File: src/rtl/hasti_timer_pkg.sv
// Shared HASTI bus constants, timer register offsets and bus FSM state type.
package hasti_timer_pkg;

    localparam int HASTI_ADDR_WIDTH  = 32;
    localparam int HASTI_BUS_WIDTH   = 32;
    localparam int HASTI_SIZE_WIDTH  = 3;
    localparam int HASTI_BURST_WIDTH = 3;
    localparam int HASTI_PROT_WIDTH  = 4;
    localparam int HASTI_RESP_WIDTH  = 1;

    localparam logic [HASTI_SIZE_WIDTH-1:0] HASTI_SIZE_WORD  = 3'd2;
    localparam logic [HASTI_RESP_WIDTH-1:0] HASTI_RESP_OKAY  = 1'b0;
    localparam logic [HASTI_RESP_WIDTH-1:0] HASTI_RESP_ERROR = 1'b1;

    localparam logic [2:0] REG_MTIME_LO    = 3'd0;
    localparam logic [2:0] REG_MTIME_HI    = 3'd1;
    localparam logic [2:0] REG_MTIMECMP_LO = 3'd2;
    localparam logic [2:0] REG_MTIMECMP_HI = 3'd3;
    localparam logic [2:0] REG_CTRL        = 3'd4;
    localparam logic [2:0] REG_PRESCALE    = 3'd5;

    typedef enum logic [2:0] {
        IDLE,
        DATA,
        ERR1,
        ERR2,
        DWAIT
    } state_t;

    function automatic logic reg_legal(input logic [2:0] idx,
                                       input logic [HASTI_SIZE_WIDTH-1:0] sz);
        return (idx <= REG_PRESCALE) && (sz == HASTI_SIZE_WORD);
    endfunction

endpackage

File: src/rtl/hasti_timer_counter.sv
// Prescaled 64-bit mtime counter with independent half-word write ports.
module hasti_timer_counter
    import hasti_timer_pkg::*;
(
    input  logic        clk,
    input  logic        resetn,
    input  logic        run,
    input  logic [31:0] prescale,
    input  logic        presc_clr,
    input  logic        wr_lo,
    input  logic        wr_hi,
    input  logic [31:0] wdata,
    output logic [63:0] mtime,
    output logic        tick
);

    logic [31:0] presc_cnt;
    logic [63:0] mtime_inc;

    assign tick      = run && (presc_cnt == prescale);
    assign mtime_inc = tick ? mtime + 64'd1 : mtime;

    always_ff @(posedge clk or negedge resetn) begin
        if (!resetn) begin
            presc_cnt <= '0;
            mtime     <= '0;
        end else begin
            if (presc_clr)
                presc_cnt <= '0;
            else if (run)
                presc_cnt <= tick ? '0 : presc_cnt + 32'd1;
            // A written low half swallows the carry, so the high half holds.
            mtime[31:0]  <= wr_lo ? wdata : mtime_inc[31:0];
            mtime[63:32] <= wr_hi ? wdata :
                            (wr_lo ? mtime[63:32] : mtime_inc[63:32]);
        end
    end

endmodule

File: src/rtl/hasti_timer.sv
// HASTI slave timer: mtime/mtimecmp/ctrl/prescale registers and level irq.
// Define HASTI_TIMER_WAIT_STATE_EN to add one wait state to every legal read.
module hasti_timer
    import hasti_timer_pkg::*;
#(
    parameter logic [31:0] PRESCALE_RESET = 32'd0,
    parameter logic [31:0] BASE_MASK      = 32'h0000_001F
) (
    input  logic                          clk,
    input  logic                          resetn,
    input  logic                          sel,
    input  logic [HASTI_ADDR_WIDTH-1:0]   addr,
    input  logic                          read,
    input  logic                          write,
    input  logic [HASTI_SIZE_WIDTH-1:0]   size,
    input  logic [HASTI_BURST_WIDTH-1:0]  burst,
    input  logic                          mastlock,
    input  logic [HASTI_PROT_WIDTH-1:0]   prot,
    input  logic [HASTI_BUS_WIDTH-1:0]    wdata,
    output logic [HASTI_BUS_WIDTH-1:0]    rdata,
    output logic                          ready,
    output logic [HASTI_RESP_WIDTH-1:0]   resp,
    output logic                          irq
);

    state_t      state, state_nxt;
    logic [2:0]  dp_idx;
    logic        dp_write, dp_read;
    logic [63:0] mtime, mtimecmp;
    logic [1:0]  ctrl;
    logic [31:0] prescale;
    logic [31:0] addr_loc;
    logic        accept, legal, wr_en, tick;
    logic        unused_bits;

    assign addr_loc = addr & BASE_MASK;
    assign legal    = reg_legal(addr_loc[4:2], size);
    assign ready    = (state != ERR1) && (state != DWAIT);
    assign resp     = (state == ERR1 || state == ERR2) ? HASTI_RESP_ERROR : HASTI_RESP_OKAY;
    assign accept   = sel && (read || write) && ready;
    assign wr_en    = (state == DATA) && dp_write;

    assign unused_bits = ^{burst, mastlock, prot, addr_loc[31:5], addr_loc[1:0], tick};

    always_ff @(posedge clk or negedge resetn) begin
        if (!resetn) begin
            state    <= IDLE;
            dp_idx   <= '0;
            dp_write <= 1'b0;
            dp_read  <= 1'b0;
        end else begin
            state <= state_nxt;
            if (accept) begin
                dp_idx   <= addr_loc[4:2];
                dp_write <= write;
                dp_read  <= read && !write;
            end
        end
    end

    always_comb begin
        state_nxt = IDLE;
        case (state)
            IDLE, DATA, ERR2: begin
                if (accept && !legal)
                    state_nxt = ERR1;
                else if (accept)
`ifdef HASTI_TIMER_WAIT_STATE_EN
                    state_nxt = (read && !write) ? DWAIT : DATA;
`else
                    state_nxt = DATA;
`endif
            end
            ERR1:    state_nxt = ERR2;
            DWAIT:   state_nxt = DATA;
            default: state_nxt = IDLE;
        endcase
    end

    always_ff @(posedge clk or negedge resetn) begin
        if (!resetn) begin
            mtimecmp <= '1;
            ctrl     <= '0;
            prescale <= PRESCALE_RESET;
            irq      <= 1'b0;
        end else begin
            if (wr_en) begin
                case (dp_idx)
                    REG_MTIMECMP_LO: mtimecmp[31:0]  <= wdata;
                    REG_MTIMECMP_HI: mtimecmp[63:32] <= wdata;
                    REG_CTRL:        ctrl            <= wdata[1:0];
                    REG_PRESCALE:    prescale        <= wdata;
                    default:         ;
                endcase
            end
            irq <= ctrl[1] && (mtime >= mtimecmp);
        end
    end

    always_comb begin
        rdata = '0;
        if (state == DATA && dp_read) begin
            case (dp_idx)
                REG_MTIME_LO:    rdata = mtime[31:0];
                REG_MTIME_HI:    rdata = mtime[63:32];
                REG_MTIMECMP_LO: rdata = mtimecmp[31:0];
                REG_MTIMECMP_HI: rdata = mtimecmp[63:32];
                REG_CTRL:        rdata = {30'd0, ctrl};
                REG_PRESCALE:    rdata = prescale;
                default:         rdata = '0;
            endcase
        end
    end

    hasti_timer_counter u_counter (
        .clk       (clk),
        .resetn    (resetn),
        .run       (ctrl[0]),
        .prescale  (prescale),
        .presc_clr (wr_en && dp_idx == REG_PRESCALE),
        .wr_lo     (wr_en && dp_idx == REG_MTIME_LO),
        .wr_hi     (wr_en && dp_idx == REG_MTIME_HI),
        .wdata     (wdata),
        .mtime     (mtime),
        .tick      (tick)
    );

endmodule

File: config.mk
export PLATFORM = sky130hd
export DESIGN_NAME = hasti_timer
export DESIGN_NICKNAME = d
export VERILOG_FILES = /design/src/rtl/hasti_timer_pkg.sv /design/src/rtl/hasti_timer_counter.sv /design/src/rtl/hasti_timer.sv
export SDC_FILE = /design/constraint.sdc
export NUM_CORES = 1
export LEC_CHECK = 0
export CAP_MARGIN = 20
export CELL_PAD_IN_SITES_DETAIL_PLACEMENT = 0
export CELL_PAD_IN_SITES_GLOBAL_PLACEMENT = 1
export CORE_MARGIN = 5
export CORE_UTILIZATION = 45
export DETAILED_ROUTE_END_ITERATION = 8
export GPL_ROUTABILITY_DRIVEN = 0
export PLACE_DENSITY = 0.82
export SLEW_MARGIN = 0
export SYNTH_ARGS = -nofsm -noshare
export SYNTH_HDL_FRONTEND = slang
export SYNTH_SLANG_ARGS = --single-unit
File: constraint.sdc
create_clock -name clk -period 3.8 [get_ports clk]
set_input_delay 0.57 -clock clk [delete_from_list [all_inputs] [get_ports clk]]
set_output_delay 0.57 -clock clk [all_outputs]
set_load 0.005 [all_outputs]
==> results of run 1 <==
cells in the mapped netlist (12+ instances only):
master	count	area, um2
or4_1	18	135
xor2_1	25	219
clkbuf_1	63	236
nor3_1	26	130
inv_1	85	319
nand2_1	264	991
a22o_1	15	131
a21oi_1	61	305
o21ai_0	105	526
and3_1	25	156
a22oi_1	29	218
nand4_1	30	188
nand3_1	66	330
nor4_1	22	138
dfrtp_1	138	3450
dfstp_2	64	1680
buf_1	12	45.0
ha_1	66	826
mux2_2	48	541
a222oi_1	16	160
xnor2_1	61	534
o211ai_1	13	97.6
nor2_1	76	285
layer usage:
layer | vias up | routed length, um | global-route usage
li1 | 5263 | - | -
met4 | 0 | 1600 | 0.0918
met2 | 389 | 17900 | 0.391
met5 | - | 0 | 0
met3 | 94 | 2990 | 0.0443
met1 | 5475 | 18800 | 0.382
worst max-delay path: stages (launching register included):
cell and delay, ns:
dfrtp_2 0.47, nor2_1 0.70, buf_4 0.35, a22o_1 0.23
a222oi_1 0.10, nor2_1 0.21, clkdlybuf4s50_1 0.55
sequential cells by signal (all words and copies together), names as in the netlist:
name,flops
dp_idx,3
dp_read,1
irq,1
ctrl,2
mtimecmp,64
state,2
u_counter.presc_cnt,32
prescale,32
dp_write,1
u_counter.mtime,64
kinds of logic (layout without fill, tap and decap cells):
family / count (synthesis) / count (layout)
AND/OR/NAND/NOR: 596 / 596
AO/OA/AOI/OAI: 278 / 278
flip-flops: 202 / 202
buffers and inverters: 164 / 241
XOR/XNOR: 86 / 86
adder cells (fa/ha/maj): 66 / 66
multiplexers: 56 / 56
cells in the final DEF (no fill, tap or decap), drive strengths merged, types with 7 or more instances in the layout:
cell type / count
o211ai: 13
and3: 25
o21ai: 105
mux2: 48
and2: 7
or4: 20
a22oi: 29
nand2: 264
nand4: 31
nor4: 24
and4: 10
clkbuf: 38
dfstp: 64
xnor2: 61
nand3: 66
ha: 66
a21o: 8
a21oi: 61
a22o: 15
a222oi: 16
xor2: 25
or3: 12
inv: 85
nor3: 26
dfrtp: 138
buf: 35
nor2: 76
clkdlybuf4s50: 76
power by group through the flow:
stage	sequential (mW)	combinational [mW]	clock, mW
floorplan	3.83	3.39	0
global placement	4.21	4.71	0
detailed placement	4.24	4.82	0
CTS	4.22	4.85	2.44
global route	4.37	5.44	2.54
finish	4.26	4.89	2.41
worst paths after layout:
path	slack [ns]	start	endpoint	cells after the start
max reg2reg	0.45	u_counter.presc_cnt[4]$_DFFE_PN0P_	u_counter.mtime[36]$_DFFE_PN0P_	8
min	0.03	resetn	u_counter.presc_cnt[6]$_DFFE_PN0P_	1
max in group asynchronous	2.70	resetn	u_counter.mtime[47]$_DFFE_PN0P_	2
min reg2reg	0.51	mtimecmp[63]$_DFFE_PN1P_	mtimecmp[63]$_DFFE_PN1P_	2
max	0.1	dp_idx[1]$_DFFE_PN0P_	rdata[15]	6
min in group clk	0.51	mtimecmp[63]$_DFFE_PN1P_	mtimecmp[63]$_DFFE_PN1P_	2
through the flow:
step	hold WS (ns)	setup slack (ns)
2_1_floorplan	0.274	0.933
3_3_place_gp	0.492	0.566
3_5_place_dp	0.500	0.503
4_1_cts	0.0325	0.155
5_1_grt	0.0591	0.0116
6_report	0.0311	0.0961
layout make-up:
type | count | area [um2]
Clock buffer | 37 | 711
Clock inverter | 7 | 113
Fill cell | 2657 | 13100
Inverter | 85 | 319
Multi-Input combinational cell | 1082 | 6890
Sequential cell | 202 | 5140
Tap cell | 378 | 473
Timing Repair Buffer | 112 | 1060
==> impl_metrics.json, run 1 <==
{
  "layout-drive-gt1-share": 0.134,
  "placement.io_buffers": 77,
  "hold_path_class": "input port to async pin",
  "synthCells": 1448,
  "fin_crit_sh": 0.975,
  "drt-pass1-iter-count": 7,
  "grt_setup_unrepaired": "false",
  "yosysUniqueCellTypes": 61,
  "switching_share": 0.405,
  "synth_top_family_by_area": "simple AND/OR/NAND/NOR gates",
  "cts.sink_count": 202,
  "power_mw": 11.6,
  "ios": 115,
  "hold_violations": 0,
  "initial_core_util": 0.455,
  "ir_worst_vdd_v": 0.000458,
  "wire_per_inst_um": 21.7,
  "ctsHoldBuffers": 0,
  "worstSetupEndpointType": "output pin",
  "die_area_um2": 31500,
  "rows": 61,
  "path_class": "flop to output pin",
  "required_ns": 3.23,
  "clkSlewWorstSetupHoldPaths_ns": 0.06,
  "tns_ns": 0,
  "yosys_warnings": 0,
  "dpl.hpwl_mm": 30.2,
  "synth_xor_area_frac": 0.0596,
  "synthAdderAreaFrac": 0.0653,
  "async_reset_ff_frac": 1.00,
  "tightest_slew_ns": 0.887,
  "drt_iter0_drc": 1054,
  "synth_edf_count": 0,
  "core_area_um2": 27800,
  "p_leak_nw": 6.14,
  "max_slew_margin": 0.403,
  "antenna_found_initial": 0,
  "slew_violations": 0,
  "clock_latency_ns": 0.53,
  "routed_wirelength_mm": 41.2,
  "synth_compound_area_frac": 0.139,
  "numCtsBuffers": 24,
  "seq_area_frac_synth": 0.406,
  "synthSimpleGateAreaFrac": 0.228,
  "grt_pass1_wl_mm": 63.3,
  "chipHeight_um": 178,
  "power_density_nw_per_um2": 786,
  "cap_violations": 0,
  "p_switching_mw": 4.68,
  "status": "finished clean",
  "ctsHtreeMaxLevel": 1,
  "cp.arrival_ns": 3.13,
  "cts-resized-gates": 0,
  "die_x_um": 178,
  "root_buffer": "clkbuf_16",
  "route.vias.total": 11200,
  "syn_nets": 1594,
  "grt_max_degree": 95,
  "fin_nets": 1653,
  "power_frac_clock": 0.209,
  "pwr-share-seq": 0.368,
  "cts_buffer_depth": 3,
  "grt_pass1_vias": 10700,
  "cts_tree": "built",
  "synth_flop_cell": "dfrtp_1",
  "final_util": 0.529,
  "post_cts.repair.setup_buffers": 0,
  "fin_crit_ns": 3.70,
  "dpl-instance-area_um2": 13900,
  "ant_nets": 0,
  "design_area_um2": 14700,
  "crit_fanout": 10,
  "grt_overflow_total": 0,
  "avgViaCountPerCell": 5.90,
  "combPwrFrac": 0.423,
  "area_growth_pct": 16.3,
  "dp.cells": 1859,
  "finalClockSkew_ns": 0.0207,
  "ys_ff_latch": 202,
  "avgSynthCellArea_um2": 8.73,
  "setup_violations": 0,
  "drc": 0,
  "diodes": 0,
  "track_usage": 0.261,
  "synth.area.mux_share": 0.0521,
  "instances_no_fill": 1903,
  "p_int_mw": 6.88,
  "fmax_mhz": 270,
  "start_kind": "flop",
  "synth_area_um2": 12600
}
Note: power is estimated with default switching activity, not from simulation.
==> run 2: changes to the inputs <==
--- a/config.mk
+++ b/config.mk
@@ -5,6 +5,7 @@
 export SDC_FILE = /design/constraint.sdc
 export NUM_CORES = 1
 export LEC_CHECK = 0
+export ABC_CLOCK_PERIOD_IN_PS = 3800
 export CAP_MARGIN = 20
 export CELL_PAD_IN_SITES_DETAIL_PLACEMENT = 0
 export CELL_PAD_IN_SITES_GLOBAL_PLACEMENT = 1
@@ -13,6 +14,7 @@
 export DETAILED_ROUTE_END_ITERATION = 8
 export GPL_ROUTABILITY_DRIVEN = 0
 export PLACE_DENSITY = 0.82
+export SKIP_LAST_GASP = 1
 export SLEW_MARGIN = 0
 export SYNTH_ARGS = -nofsm -noshare
 export SYNTH_HDL_FRONTEND = slang
==> results of run 2 <==
No change in the layout: final DEF, timing and power equal those of run 1.
